<file path="config.mk">
export PLATFORM = sky130hd
export DESIGN_NAME = psg_sn76489
export DESIGN_NICKNAME = d
export VERILOG_FILES = /design/src/rtl/psg_sn76489.sv
export SDC_FILE = /design/constraint.sdc
export NUM_CORES = 1
export LEC_CHECK = 0
export CAP_MARGIN = 0
export CORE_UTILIZATION = 65
export CTS_CLUSTER_SIZE = 16
export DETAILED_ROUTE_END_ITERATION = 12
export GPL_TIMING_DRIVEN = 0
export PLACE_DENSITY = 0.81
export SYNTH_ARGS = -nofsm -noshare
export SYNTH_HDL_FRONTEND = slang
export SYNTH_SLANG_ARGS = --single-unit
</file>
<file path="constraint.sdc">
create_clock -name clock_in -period 7.1 [get_ports clock_in]
set_input_delay 2.13 -clock clock_in [delete_from_list [all_inputs] [get_ports clock_in]]
set_output_delay 2.13 -clock clock_in [all_outputs]
set_load 0.05 [all_outputs]
</file>
<file path="src/rtl/psg_sn76489.sv">
// psg_sn76489: SN76489-compatible sound generator with three square-wave tone
// channels, one LFSR noise channel, 4-bit attenuation per channel, and a
// registered unsigned mix.
// Optional build macro PSG_READY_EN: each accepted write holds ready low for
// READY_CYCLES clocks. Writes offered while ready is low are dropped.
//
// Write handshake: a byte on din is accepted on any rising clock_in edge where
// we=1 and ready=1. Its effect is visible after that edge. When we=1 and
// ready=0, the write has no effect. Without PSG_READY_EN, ready is always 1.
module psg_sn76489 #(
    parameter int READY_CYCLES = 32,
    parameter int MIX_W        = 10
) (
    input  logic             clock_in,
    input  logic             reset,
    input  logic             snd_tick,
    input  logic             we,
    input  logic [7:0]       din,
    output logic             ready,
    output logic [MIX_W-1:0] audio,
    output logic [3:0]       ch_out
);

`ifdef PSG_READY_EN
    localparam bit READY_EN = 1'b1;
`else
    localparam bit READY_EN = 1'b0;
`endif
    localparam int BUSY_W = $clog2(READY_CYCLES + 1);
    localparam logic [14:0] LFSR_SEED = 15'h4000;

    logic [BUSY_W-1:0] busy;
    logic              wr;
    logic [1:0]        wr_ch;
    logic              wr_att;
    logic              nz_wr;
    logic [2:0]        sel;
    logic [9:0]        period [3];
    logic [9:0]        cnt    [3];
    logic [2:0]        tone;
    logic [3:0]        att    [4];
    logic [2:0]        nctrl;
    logic [14:0]       lfsr;
    logic [14:0]       lfsr_shifted;
    logic              fb;
    logic              noise_out;
    logic [5:0]        nz_cnt;
    logic [6:0]        nz_lim;
    logic              nz_wrap;
    logic              t2_rise;
    logic              shift;
    logic [9:0]        mix_sum;

    // Amplitude for a 4-bit attenuation code. Code 15 is silence.
    function automatic logic [7:0] amp(input logic [3:0] a);
        case (a)
            4'd0:    amp = 8'd255;
            4'd1:    amp = 8'd203;
            4'd2:    amp = 8'd161;
            4'd3:    amp = 8'd128;
            4'd4:    amp = 8'd102;
            4'd5:    amp = 8'd81;
            4'd6:    amp = 8'd64;
            4'd7:    amp = 8'd51;
            4'd8:    amp = 8'd40;
            4'd9:    amp = 8'd32;
            4'd10:   amp = 8'd26;
            4'd11:   amp = 8'd20;
            4'd12:   amp = 8'd16;
            4'd13:   amp = 8'd13;
            4'd14:   amp = 8'd10;
            default: amp = 8'd0;
        endcase
    endfunction

    // Busy counter. It stays at zero unless the ready-throttle build is selected.
    always_ff @(posedge clock_in) begin
        if (reset)
            busy <= '0;
        else if (READY_EN && wr)
            busy <= BUSY_W'(READY_CYCLES);
        else if (busy != '0)
            busy <= busy - 1'b1;
    end

    assign ready = (busy == '0);
    assign wr    = we & ready;

    // Target decode. A latch byte names its own register. A data byte reuses the latched one.
    assign wr_ch  = din[7] ? din[6:5] : sel[2:1];
    assign wr_att = din[7] ? din[4]   : sel[0];
    assign nz_wr  = wr && !wr_att && (wr_ch == 2'd3);

    // Latched register select and attenuation registers.
    always_ff @(posedge clock_in) begin
        if (reset) begin
            sel <= 3'b000;
            for (int i = 0; i < 4; i++) att[i] <= 4'hF;
        end else if (wr) begin
            if (din[7]) sel <= din[6:4];
            if (wr_att) att[wr_ch] <= din[3:0];
        end
    end

    // Tone generators. A tick uses the period held before any same-cycle write.
    always_ff @(posedge clock_in) begin
        if (reset) begin
            for (int k = 0; k < 3; k++) begin
                period[k] <= '0;
                cnt[k]    <= '0;
            end
            tone <= 3'b111;
        end else begin
            for (int k = 0; k < 3; k++) begin
                if (snd_tick) begin
                    if (period[k] <= 10'd1) begin
                        cnt[k]  <= '0;
                        tone[k] <= 1'b1;
                    end else if (cnt[k] > 10'd1) begin
                        cnt[k] <= cnt[k] - 10'd1;
                    end else begin
                        cnt[k]  <= period[k];
                        tone[k] <= ~tone[k];
                    end
                end
                if (wr && !wr_att && (wr_ch == 2'(k))) begin
                    if (din[7]) period[k][3:0] <= din[3:0];
                    else        period[k][9:4] <= din[5:0];
                end
            end
        end
    end

    // Shift-clock sources: a tick divider for rates 0-2, and tone2 rising edges for rate 3.
    assign t2_rise = snd_tick && (period[2] > 10'd1) && (cnt[2] <= 10'd1) && !tone[2];

    always_comb begin
        nz_lim = 7'd64;
        case (nctrl[1:0])
            2'd0:    nz_lim = 7'd16;
            2'd1:    nz_lim = 7'd32;
            default: nz_lim = 7'd64;
        endcase
    end

    assign nz_wrap      = (7'(nz_cnt) + 7'd1) >= nz_lim;
    assign shift        = (nctrl[1:0] == 2'd3) ? t2_rise : (snd_tick && nz_wrap);
    assign fb           = nctrl[2] ? (lfsr[0] ^ lfsr[1]) : lfsr[0];
    assign lfsr_shifted = {fb, lfsr[14:1]};

    // Noise divider: counts ticks and wraps after the selected number of ticks.
    always_ff @(posedge clock_in) begin
        if (reset)
            nz_cnt <= '0;
        else if (snd_tick)
            nz_cnt <= nz_wrap ? 6'd0 : nz_cnt + 6'd1;
    end

    // Noise control and LFSR. A control write reseeds the LFSR. The all-zero state is never kept.
    always_ff @(posedge clock_in) begin
        if (reset) begin
            nctrl     <= 3'b000;
            lfsr      <= LFSR_SEED;
            noise_out <= 1'b1;
        end else if (nz_wr) begin
            nctrl <= din[2:0];
            lfsr  <= LFSR_SEED;
        end else if (lfsr == '0) begin
            lfsr <= LFSR_SEED;
        end else if (shift) begin
            lfsr      <= lfsr_shifted;
            noise_out <= lfsr_shifted[0];
        end
    end

    assign ch_out = {noise_out, tone};

    // Sum of the amplitudes of the channels whose raw bit is high.
    always_comb begin
        mix_sum = '0;
        for (int i = 0; i < 4; i++)
            if (ch_out[i]) mix_sum = mix_sum + 10'(amp(att[i]));
    end

    // Registered mix output.
    always_ff @(posedge clock_in) begin
        if (reset) audio <= '0;
        else       audio <= MIX_W'(mix_sum);
    end

endmodule

</file>
==> results_dict.tcl, run 1 <==
set metrics [dict create \
    cpMostUsedCell "ha_1" \
    port-buffer-count 25 \
    ant_nets 0 \
    setup_tns_ns 0 \
    critical_path_class "reg -> reg" \
    cts_resized 0 \
    ir_worst_vdd_mv 0.295 \
    cp-end-kind "flop" \
    status "finished clean" \
    finalCriticalPeriod_ns 5.58 \
    vias 6532 \
    drv_cap 0 \
    vias_per_cell 6.33 \
    synthesis.nets 903 \
    ios 27 \
    post-cts-setup-buffers 0 \
    clock-sinks 123 \
    dr.pass1.iters 7 \
    ys_async_sr_fraction_pct 0 \
    crit_fanout 6 \
    grt.overflow.total 0 \
    area_growth_pct 13.2 \
    grt_pass1_vias 6308 \
    initial_core_util_pct 67.7 \
    cts_tree "yes" \
    hold-worst-slack_ns 0.507 \
    hold_class "reg -> reg" \
    die_x_um 112 \
    post-route-period-util_pct 78.6 \
    setup_viol 0 \
    p_leak_nw 3.79 \
    clockBufferDepth 2 \
    cellPowerDensity_nw_per_um2 241 \
    hold_viol_final 0 \
    grt_antenna_before_repair 0 \
    synth-edff-count 76 \
    netlist_instances 832 \
    grt.total_usage_pct 31.0 \
    nets 947 \
    dp_hpwl_mm 13.5 \
    row_count 39 \
    rsz0062_at_grt "false" \
    drtIter0Drc 712 \
    crit_required_ns 7.40 \
    yosysWarnings 0 \
    relSlewSlack_pct 37.3 \
    worstSetupStartpointType "flop" \
    wl_per_cell_um 17.8 \
    synth_area_um2 7830 \
    cts_buffers 17 \
    cts_root_buf "clkbuf_16" \
    antenna_cells 0 \
    cts_hold_buf 0 \
    die_area_um2 12500 \
    worstPathArrival_ns 5.88 \
    clkSlewWorstSetupHoldPaths_ns 0.06 \
    worstPathCellList "inv_1, ha_1, a211o_1, a21oi_1, ha_1, a21o_1, a21oi_1, xnor2_1, mux2_2, ha_1, o21ai_0, o21bai_1, a21oi_1, xnor2_1, mux2_2, ha_1, a2111oi_0, o21ai_0, a31oi_1, o311ai_0, o41ai_1" \
    cp_slowest_cell "edfxtp_1" \
    route.detailed.drc 0 \
    synthFlopType "edfxtp_1" \
    crit_path_max_incr_delay_ns 0.46 \
    slew_violations 0 \
    drive_gt1_share_pct 6.86 \
    fin_worst_skew_ns 0.0137 \
    max_clock_freq_ghz 0.179 \
    grt_pass1_wl_mm 30.6 \
    clock_latency_ns 0.42 \
    ys_seq_elements 123 \
    drt-total-wl_mm 18.4 \
    grt_max_degree 21 \
    place_ws_ns 1.63 \
    avgSynthCellArea_um2 9.41 \
    synth_cell_type_count 68 \
    coreArea_um2 11600 \
    htreeDepth 4 \
    fp.dieH_um 112 \
    fin_ws_ns 1.52 \
    power.total_mw 2.13 \
    gp_congestion 0.882 \
    ys_seq_area_share_pct 41.2 \
    worst_pin_slew_ns 0.932 \
]
[synth_stat cells (4+ instances only)]
master / count / area (um2)
and3_1: 4 / 25.0
a21oi_1: 46 / 230
nor3_1: 24 / 120
nor4_1: 17 / 106
mux2i_1: 28 / 280
o21a_1: 5 / 37.5
o21ai_0: 37 / 185
nor2b_1: 10 / 62.6
nand2b_1: 8 / 50.1
or4_1: 4 / 30.0
a211oi_1: 29 / 218
ha_1: 56 / 701
nand4_1: 4 / 25.0
edfxtp_1: 76 / 2280
inv_1: 37 / 139
xnor2_1: 24 / 210
a21o_1: 15 / 113
or3_1: 17 / 106
nor2_1: 111 / 417
a31oi_1: 4 / 25.0
mux2_2: 9 / 101
o31ai_1: 8 / 60.1
nand2_1: 47 / 176
nor3b_1: 4 / 30.0
clkbuf_1: 24 / 90.1
or2_2: 7 / 43.8
xor2_1: 16 / 140
a2111oi_0: 5 / 43.8
nand3b_1: 6 / 45.0
o21bai_1: 4 / 30.0
dfxtp_1: 47 / 941
nand3_1: 22 / 110
and2_1: 16 / 100
buf_1: 5 / 18.8
o22ai_1: 5 / 31.3
[cells by family after synthesis]
| logic type | after synthesis | share of synthesized area [%] |
|---|---|---|
| AOI/OAI and AO/OA | 193 | 16.4 |
| xor gates and xnor gates | 40 | 4.47 |
| adders and majority gates | 59 | 9.71 |
| buffers and inverters | 70 | 3.74 |
| DFF | 123 | 41.2 |
| muxes | 37 | 4.87 |
| and+or+nand+nor | 310 | 19.6 |
[sequential cells by signal, summed over array words and instances, names as in the netlist]
| register | count |
|---|---|
| att | 16 |
| audio | 10 |
| busy | 6 |
| cnt | 30 |
| lfsr | 15 |
| nctrl | 3 |
| noise_out | 1 |
| nz_cnt | 6 |
| period | 30 |
| sel | 3 |
| tone | 3 |
[power breakdown]
group          total (mW)  switching [mW]  leakage (nW)  internal [mW]
Combinational       0.380           0.235          2.36          0.145
Sequential          0.872          0.0488          1.13          0.823
Clock               0.882           0.352         0.296          0.530
Total                2.13           0.636          3.79           1.50
[metrics by stage]
| stage | std cells | utilization (%) | cell area, um2 |
|---|---|---|---|
| 2_1_floorplan | 832 | - | 7830 |
| 3_3_place_gp | 1000 | 71.4 | 8260 |
| 3_5_place_dp | 1000 | 71.4 | 8260 |
| 4_1_cts | 1032 | 76.7 | 8870 |
| 5_1_grt | 1032 | 76.7 | 8870 |
| 6_report | 1032 | 76.7 | 8870 |
[per-layer routing]
metal | global-route usage (%) | part of all wire [%] | up-vias
li1 | - | - | 3163
met1 | 40.7 | 43 | 3083
met2 | 50.6 | 48 | 242
met3 | 5.82 | 6.7 | 44
met4 | 12.7 | 2.7 | 0
met5 | 0 | 0 | -
[critical path: cells and delay by family, from the launching register on]
| family | cells | cell delay (ns) |
|---|---|---|
| multiplexers | 2 | 0.60 |
| flip-flops | 1 | 0.46 |
| buffers and inverters | 1 | 0.13 |
| XOR/XNOR | 2 | 0.15 |
| AO/OA/AOI/OAI | 12 | 2.82 |
| adder cells (fa/ha/maj) | 4 | 1.30 |
[cell type report]
type	count	area, um2
buffer	33	154
clock buffer	17	425
clock inverter	15	181
fill	783	2700
inverter	37	139
multi-input combinational	639	4320
sequential	123	3220
tap	143	179
timing repair buffer	25	250
[path summary, 6_finish.rpt]
check                                from       end  slack [ns]  depth (start not counted)
worst min-delay path              lfsr[0]   lfsr[0]        0.51                          2
worst max register to register  att[0][0]  audio[9]        1.52                         21
worst max-delay path            att[0][0]  audio[9]        1.52                         21
worst min register to register    lfsr[0]   lfsr[0]        0.51                          2
[cell usage in the layout, fill, tap and decap left out, types with 7 or more instances in the layout]
| cell | n |
|---|---|
| nand3_1 | 22 |
| nor2b_1 | 10 |
| dfxtp_1 | 47 |
| or3_1 | 17 |
| xnor2_1 | 24 |
| or2_2 | 7 |
| clkbuf_16 | 17 |
| o31ai_1 | 8 |
| edfxtp_1 | 76 |
| clkdlybuf4s50_1 | 25 |
| clkbuf_1 | 24 |
| ha_1 | 56 |
| nand2b_1 | 8 |
| a21oi_1 | 46 |
| o21ai_0 | 37 |
| nand2_1 | 47 |
| mux2_2 | 9 |
| xor2_1 | 16 |
| nor2_1 | 111 |
| nor3_1 | 24 |
| a21o_1 | 15 |
| a211oi_1 | 29 |
| mux2i_1 | 28 |
| nor4_1 | 17 |
| inv_1 | 37 |
| and2_1 | 16 |
(Power assumes the default switching activity.)
==> run 2, diff against run 1 <==
- CORE_UTILIZATION: 65 -> 56
- PLACE_DENSITY: 0.81 -> 0.74
- clock period: 7.1 -> 4.62 ns (I/O delays scaled with it)
==> run 2 against run 1 <==
Register-to-register slack lost 1.7 ns. Design area up 3.8%. Sequential share of layout area is 1.3 points lower. Utilization fell by 8.2 points. Fmax up 17%. The run now ends with setup timing left. Die area rose by 16%. Sequential power grew 54%. Worst setup slack got worse by 1.7 ns. Non-clock buffer count is 10 higher. Critical path depth did not move. Count of clock-buffer cells in the layout is 1 higher.
==> results_dict.tcl, run 2 (same netlist as run 1, synthesis figures left out) <==
set metrics [dict create \
    slew_violations 0 \
    worstPathArrival_ns 5.06 \
    swShare_pct 30.4 \
    antenna_cells 0 \
    p_leak_nw 3.83 \
    port-buffer-count 25 \
    ant_nets 0 \
    layout_commonest_cell "nor2_1" \
    p_int_mw 2.19 \
    rsz0062_at_grt "true" \
    power_frac_comb_pct 18.8 \
    coreArea_um2 13500 \
    relSlewSlack_pct 38.5 \
    drtIter0Drc 701 \
    reg_top3 "cnt: 30 flops, period: 30 flops, att: 16 flops" \
    dr.pass1.iters 6 \
    fin_worst_skew_ns 0.0100 \
    ios 27 \
    route.detailed.drc 0 \
    fp.dieH_um 120 \
    post-route-period-util_pct 103 \
    drive_gt1_share_pct 12.3 \
    critical_path_class "reg -> reg" \
    cts_tree "yes" \
    initial_core_util_pct 58.2 \
    cellPowerDensity_nw_per_um2 342 \
    cp-end-kind "flop" \
    area_growth_pct 17.6 \
    setup_tns_ns -0.409 \
    ir_worst_vdd_mv 0.278 \
    grt.total_usage_pct 27.5 \
    clkPwrFrac_pct 38.7 \
    dp_hpwl_mm 13.6 \
    clock-sinks 123 \
    row_count 42 \
    setup_viol 4 \
    worst_pin_slew_ns 0.920 \
    worstSetupStartpointType "flop" \
    gp_congestion 0.891 \
    fin_util_pct 68.5 \
    die_area_um2 14500 \
    vias_per_cell 6.13 \
    p_sw_mw 0.955 \
    vias 6594 \
    die_x_um 120 \
    hold_class "reg -> reg" \
    grt_max_degree 21 \
    grt_antenna_before_repair 0 \
    cts_buffers 17 \
    drt-total-wl_mm 18.9 \
    finalCriticalPeriod_ns 4.77 \
    hold_viol_final 0 \
    drv_cap 0 \
    grt_pass1_vias 6399 \
    htreeDepth 4 \
    mostFrequentLayoutCells "nor2_1, edfxtp_1, nand2_1, dfxtp_1, ha_1" \
    nets 957 \
    final_cell_area_um2 9210 \
    clockBufferDepth 2 \
    wl_per_cell_um 17.6 \
    crit_fanout 4 \
    clkSlewWorstSetupHoldPaths_ns 0.06 \
    cts_root_buf "clkbuf_16" \
    max_clock_freq_ghz 0.210 \
    clock_latency_ns 0.42 \
    pwr-share-seq_pct 42.6 \
    status "finished, violations left" \
    violations "setup timing" \
    fin_ws_ns -0.153 \
    grt_pass1_wl_mm 31.1 \
    crit_required_ns 4.91 \
    placed_area_um2 8310 \
    grt.overflow.total 0 \
]
## run 2: what timing repair did
item	4_1_cts	5_1_grt
setup buffers	6	4
hold buffers	0	0
cloned	0	0
resized for setup	42	17
pin swaps	19	1
endpoints found under the setup margin	5	5
## run 2: metal layers
layer,vias to the layer above,wire (um),global-route usage (%)
met5,-,0,0
met3,39,1200,5.66
met2,231,8670,43.8
met1,3125,8550,36.9
met4,0,478,10.3
li1,3199,-,-
## run 2: metrics by stage
| step | instances | hold slack [ns] | worst slack [ns] | total power, mW |
|---|---|---|---|---|
| global route | 1075 | 0.528 | -0.374 | 3.28 |
| floorplan | 832 | 0.464 | 0.00345 | 1.77 |
| CTS | 1071 | 0.504 | -0.116 | 3.15 |
| finish | 1075 | 0.499 | -0.153 | 3.15 |
| global placement | 1033 | 0.482 | -0.483 | 1.90 |
| detailed placement | 1033 | 0.496 | -0.617 | 1.93 |
## run 2: cell type report
class / count / area (um2)
multi-input combinational: 639 / 4600
fill: 1078 / 4240
sequential: 123 / 3220
clock buffer: 18 / 429
timing repair buffer: 35 / 329
tap: 176 / 220
buffer: 33 / 158
inverter: 37 / 139
clock inverter: 14 / 109
## run 2: final timing paths
| check | slack, ns | end | cells past startpoint | from |
|---|---|---|---|---|
| worst max-delay path | -0.15 | audio[8] | 21 | att[0][0] |
| worst min-delay path | 0.50 | nz_cnt[5] | 2 | nz_cnt[5] |
| worst max register to register | -0.15 | audio[8] | 21 | att[0][0] |
| worst min register to register | 0.50 | nz_cnt[5] | 2 | nz_cnt[5] |
## run 2: power groups by stage
| stage | Clock (mW) | Sequential, mW | Combinational (mW) |
|---|---|---|---|
| floorplan | 0 | 1.35 | 0.419 |
| global placement | 0 | 1.35 | 0.550 |
| detailed placement | 0 | 1.36 | 0.569 |
| CTS | 1.23 | 1.34 | 0.580 |
| global route | 1.28 | 1.35 | 0.650 |
| finish | 1.22 | 1.34 | 0.590 |
## run 2: worst max-delay path, cell delays in order, from the launching register on
cell and delay [ns]:
edfxtp_1 0.48, buf_4 0.19, ha_4 0.15, nor3_2 0.18, a21oi_2 0.05, nor2_1 0.11
ha_2 0.20, fa_2 0.42, mux2_4 0.31, ha_1 0.32, a211oi_2 0.26, o21bai_1 0.11
a21oi_1 0.17, xnor2_1 0.11, a221o_1 0.39, ha_4 0.22, buf_4 0.14, or2_2 0.29
o21bai_1 0.18, a21oi_1 0.12, xor2_1 0.16, nor2_1 0.06
==> run 3, diff against run 2 <==
- clock period: 4.62 -> 3.9 ns (I/O delays scaled with it)
==> run 3 against run 2 <==
The flow still finishes with violations (setup timing). Worst setup slack got worse by 0.71 ns. Largest cell class unchanged. Critical endpoint is now audio[7]. Non-clock buffer count rose by 21. Final cell count rose by 2.0%. Combinational power rose by 24%. Utilization rose by 2.8 points. Fmax rose by 0.31%.
==> results_dict.tcl, run 3 (same netlist as run 1, synthesis figures left out) <==
set metrics [dict create \
    initial_core_util_pct 58.2 \
    fin_util_pct 71.2 \
    relSlewSlack_pct 38.5 \
    status "finished, violations left" \
    setup_viol 8 \
    rsz0062_at_grt "true" \
    ios 27 \
    ant_nets 0 \
    critical_path_class "reg -> reg" \
    antenna_cells 0 \
    fin_cells 1096 \
    drive_gt1_share_pct 16.7 \
    clockBufferDepth 2 \
    die_area_um2 14500 \
    slew_violations 0 \
    cts_buffers 17 \
    gp_congestion 0.891 \
    wl_per_cell_um 18.7 \
    layout_commonest_cell "nor2_1" \
    grt_pass1_vias 6712 \
    hold_class "reg -> reg" \
    grt.overflow.total 0 \
    drv_cap 0 \
    grt.total_usage_pct 28.5 \
    row_count 42 \
    fp.dieH_um 120 \
    clkSlewWorstSetupHoldPaths_ns 0.06 \
    reg_top3 "cnt: 30 flops, period: 30 flops, att: 16 flops" \
    grt_pass1_wl_mm 32.3 \
    vias_per_cell 6.23 \
    fin_worst_skew_ns 0.00581 \
    final-seq-area_um2 3220 \
    place_ws_ns -1.05 \
    finalCriticalPeriod_ns 4.76 \
    grt_max_degree 21 \
    post-route-period-util_pct 122 \
    grt_antenna_before_repair 0 \
    htreeDepth 4 \
    drtIter0Drc 689 \
    ir_worst_vdd_mv 0.354 \
    nFillCells 972 \
    route.detailed.drc 0 \
    cp-end-kind "flop" \
    crit_required_ns 4.23 \
    clock_latency_ns 0.42 \
    p_leak_nw 3.96 \
    worstSetupStartpointType "flop" \
    port-buffer-count 25 \
    hold-worst-slack_ns 0.496 \
    nets 978 \
    mostFrequentLayoutCells "nor2_1, edfxtp_1, dfxtp_1, nand2_1, ha_1" \
    fin_ws_ns -0.858 \
    multi_input_area_um2 4780 \
    place_inst 1033 \
    cts_root_buf "clkbuf_16" \
    worst_pin_slew_ns 0.920 \
    die_x_um 120 \
    dp_hpwl_mm 13.7 \
    hold_viol_final 0 \
    drt-total-wl_mm 20.4 \
    worstPathArrival_ns 5.09 \
    max_clock_freq_ghz 0.210 \
    vias 6828 \
    area_growth_pct 22.3 \
    violations "setup timing" \
    cellPowerDensity_nw_per_um2 399 \
    cts_tree "yes" \
    clock-sinks 123 \
    coreArea_um2 13500 \
    dr.pass1.iters 5 \
    crit_fanout 5 \
]
[run 3: cell count changes in the layout (fill, tap and decap cells not counted), sizes merged]
| cell | before | now |
|---|---|---|
| dlymetal6s2s | 0 | 1 |
| clkdlybuf4s50 | 25 | 24 |
| clkinv | 5 | 4 |
| buf | 19 | 41 |
[run 3: layer usage]
metal  track usage [%]  part of all wire (%)
met1              36.9                    43
met2              46.0                    48
met3              6.27                   6.3
met4              12.3                   2.3
met5                 0                     0
[run 3: area by class of cell]
| cell class | instances | share of cell area, % |
|---|---|---|
| clock inverter | 13 | 1.10 |
| sequential | 123 | 33.6 |
| inverter | 37 | 1.45 |
| clock buffer | 19 | 4.78 |
| timing repair buffer | 56 | 5.18 |
| multi-input combinational | 639 | 49.9 |
| buffer | 33 | 1.66 |
| tap | 176 | 2.30 |
[run 3: final timing paths]
| path | from | to | slack, ns | cells after the start |
|---|---|---|---|---|
| worst max-delay path | att[0][1] | audio[7] | -0.86 | 21 |
| worst min-delay path | nz_cnt[5] | nz_cnt[5] | 0.50 | 2 |
| worst min register to register | nz_cnt[5] | nz_cnt[5] | 0.50 | 2 |
| worst max register to register | att[0][1] | audio[7] | -0.86 | 21 |
[run 3: through the flow]
stage	TNS (ns)	instance area, um2	total power [mW]
after CTS	-3.67	9260	3.81
after detailed placement	-4.62	8420	2.29
after floorplan	-1.47	7950	2.10
final	-4.58	9580	3.82
after global placement	-3.47	8420	2.26
after global routing	-5.69	9580	3.97
[run 3: power by group]
part	switching [mW]	internal [mW]	total (mW)	leakage (nW)
clock network	0.634	0.873	1.51	0.286
registers	0.0863	1.50	1.59	1.13
logic	0.446	0.285	0.731	2.54
total	1.17	2.66	3.82	3.96
[run 3: what timing repair did]
action	4_1_cts	5_1_grt
pin swaps	18	31
resized for setup	35	44
endpoints found under the setup margin	8	9
setup buffers	14	17
hold buffers	0	0
[run 3: worst max-delay path, stage by stage, from the launching register on]
cell	delay [ns]
edfxtp_1	0.48
inv_2	0.14
ha_4	0.21
a211o_1	0.29
a21oi_4	0.18
ha_1	0.26
a21o_1	0.19
a21oi_2	0.16
xnor2_1	0.09
mux2_4	0.30
ha_4	0.31
o21ai_2	0.07
o21bai_1	0.15
a21oi_1	0.12
xnor2_1	0.15
a221o_1	0.37
ha_4	0.22
a2111oi_4	0.37
o21ai_2	0.15
a21oi_2	0.16
nor3b_2	0.06
a311oi_1	0.24
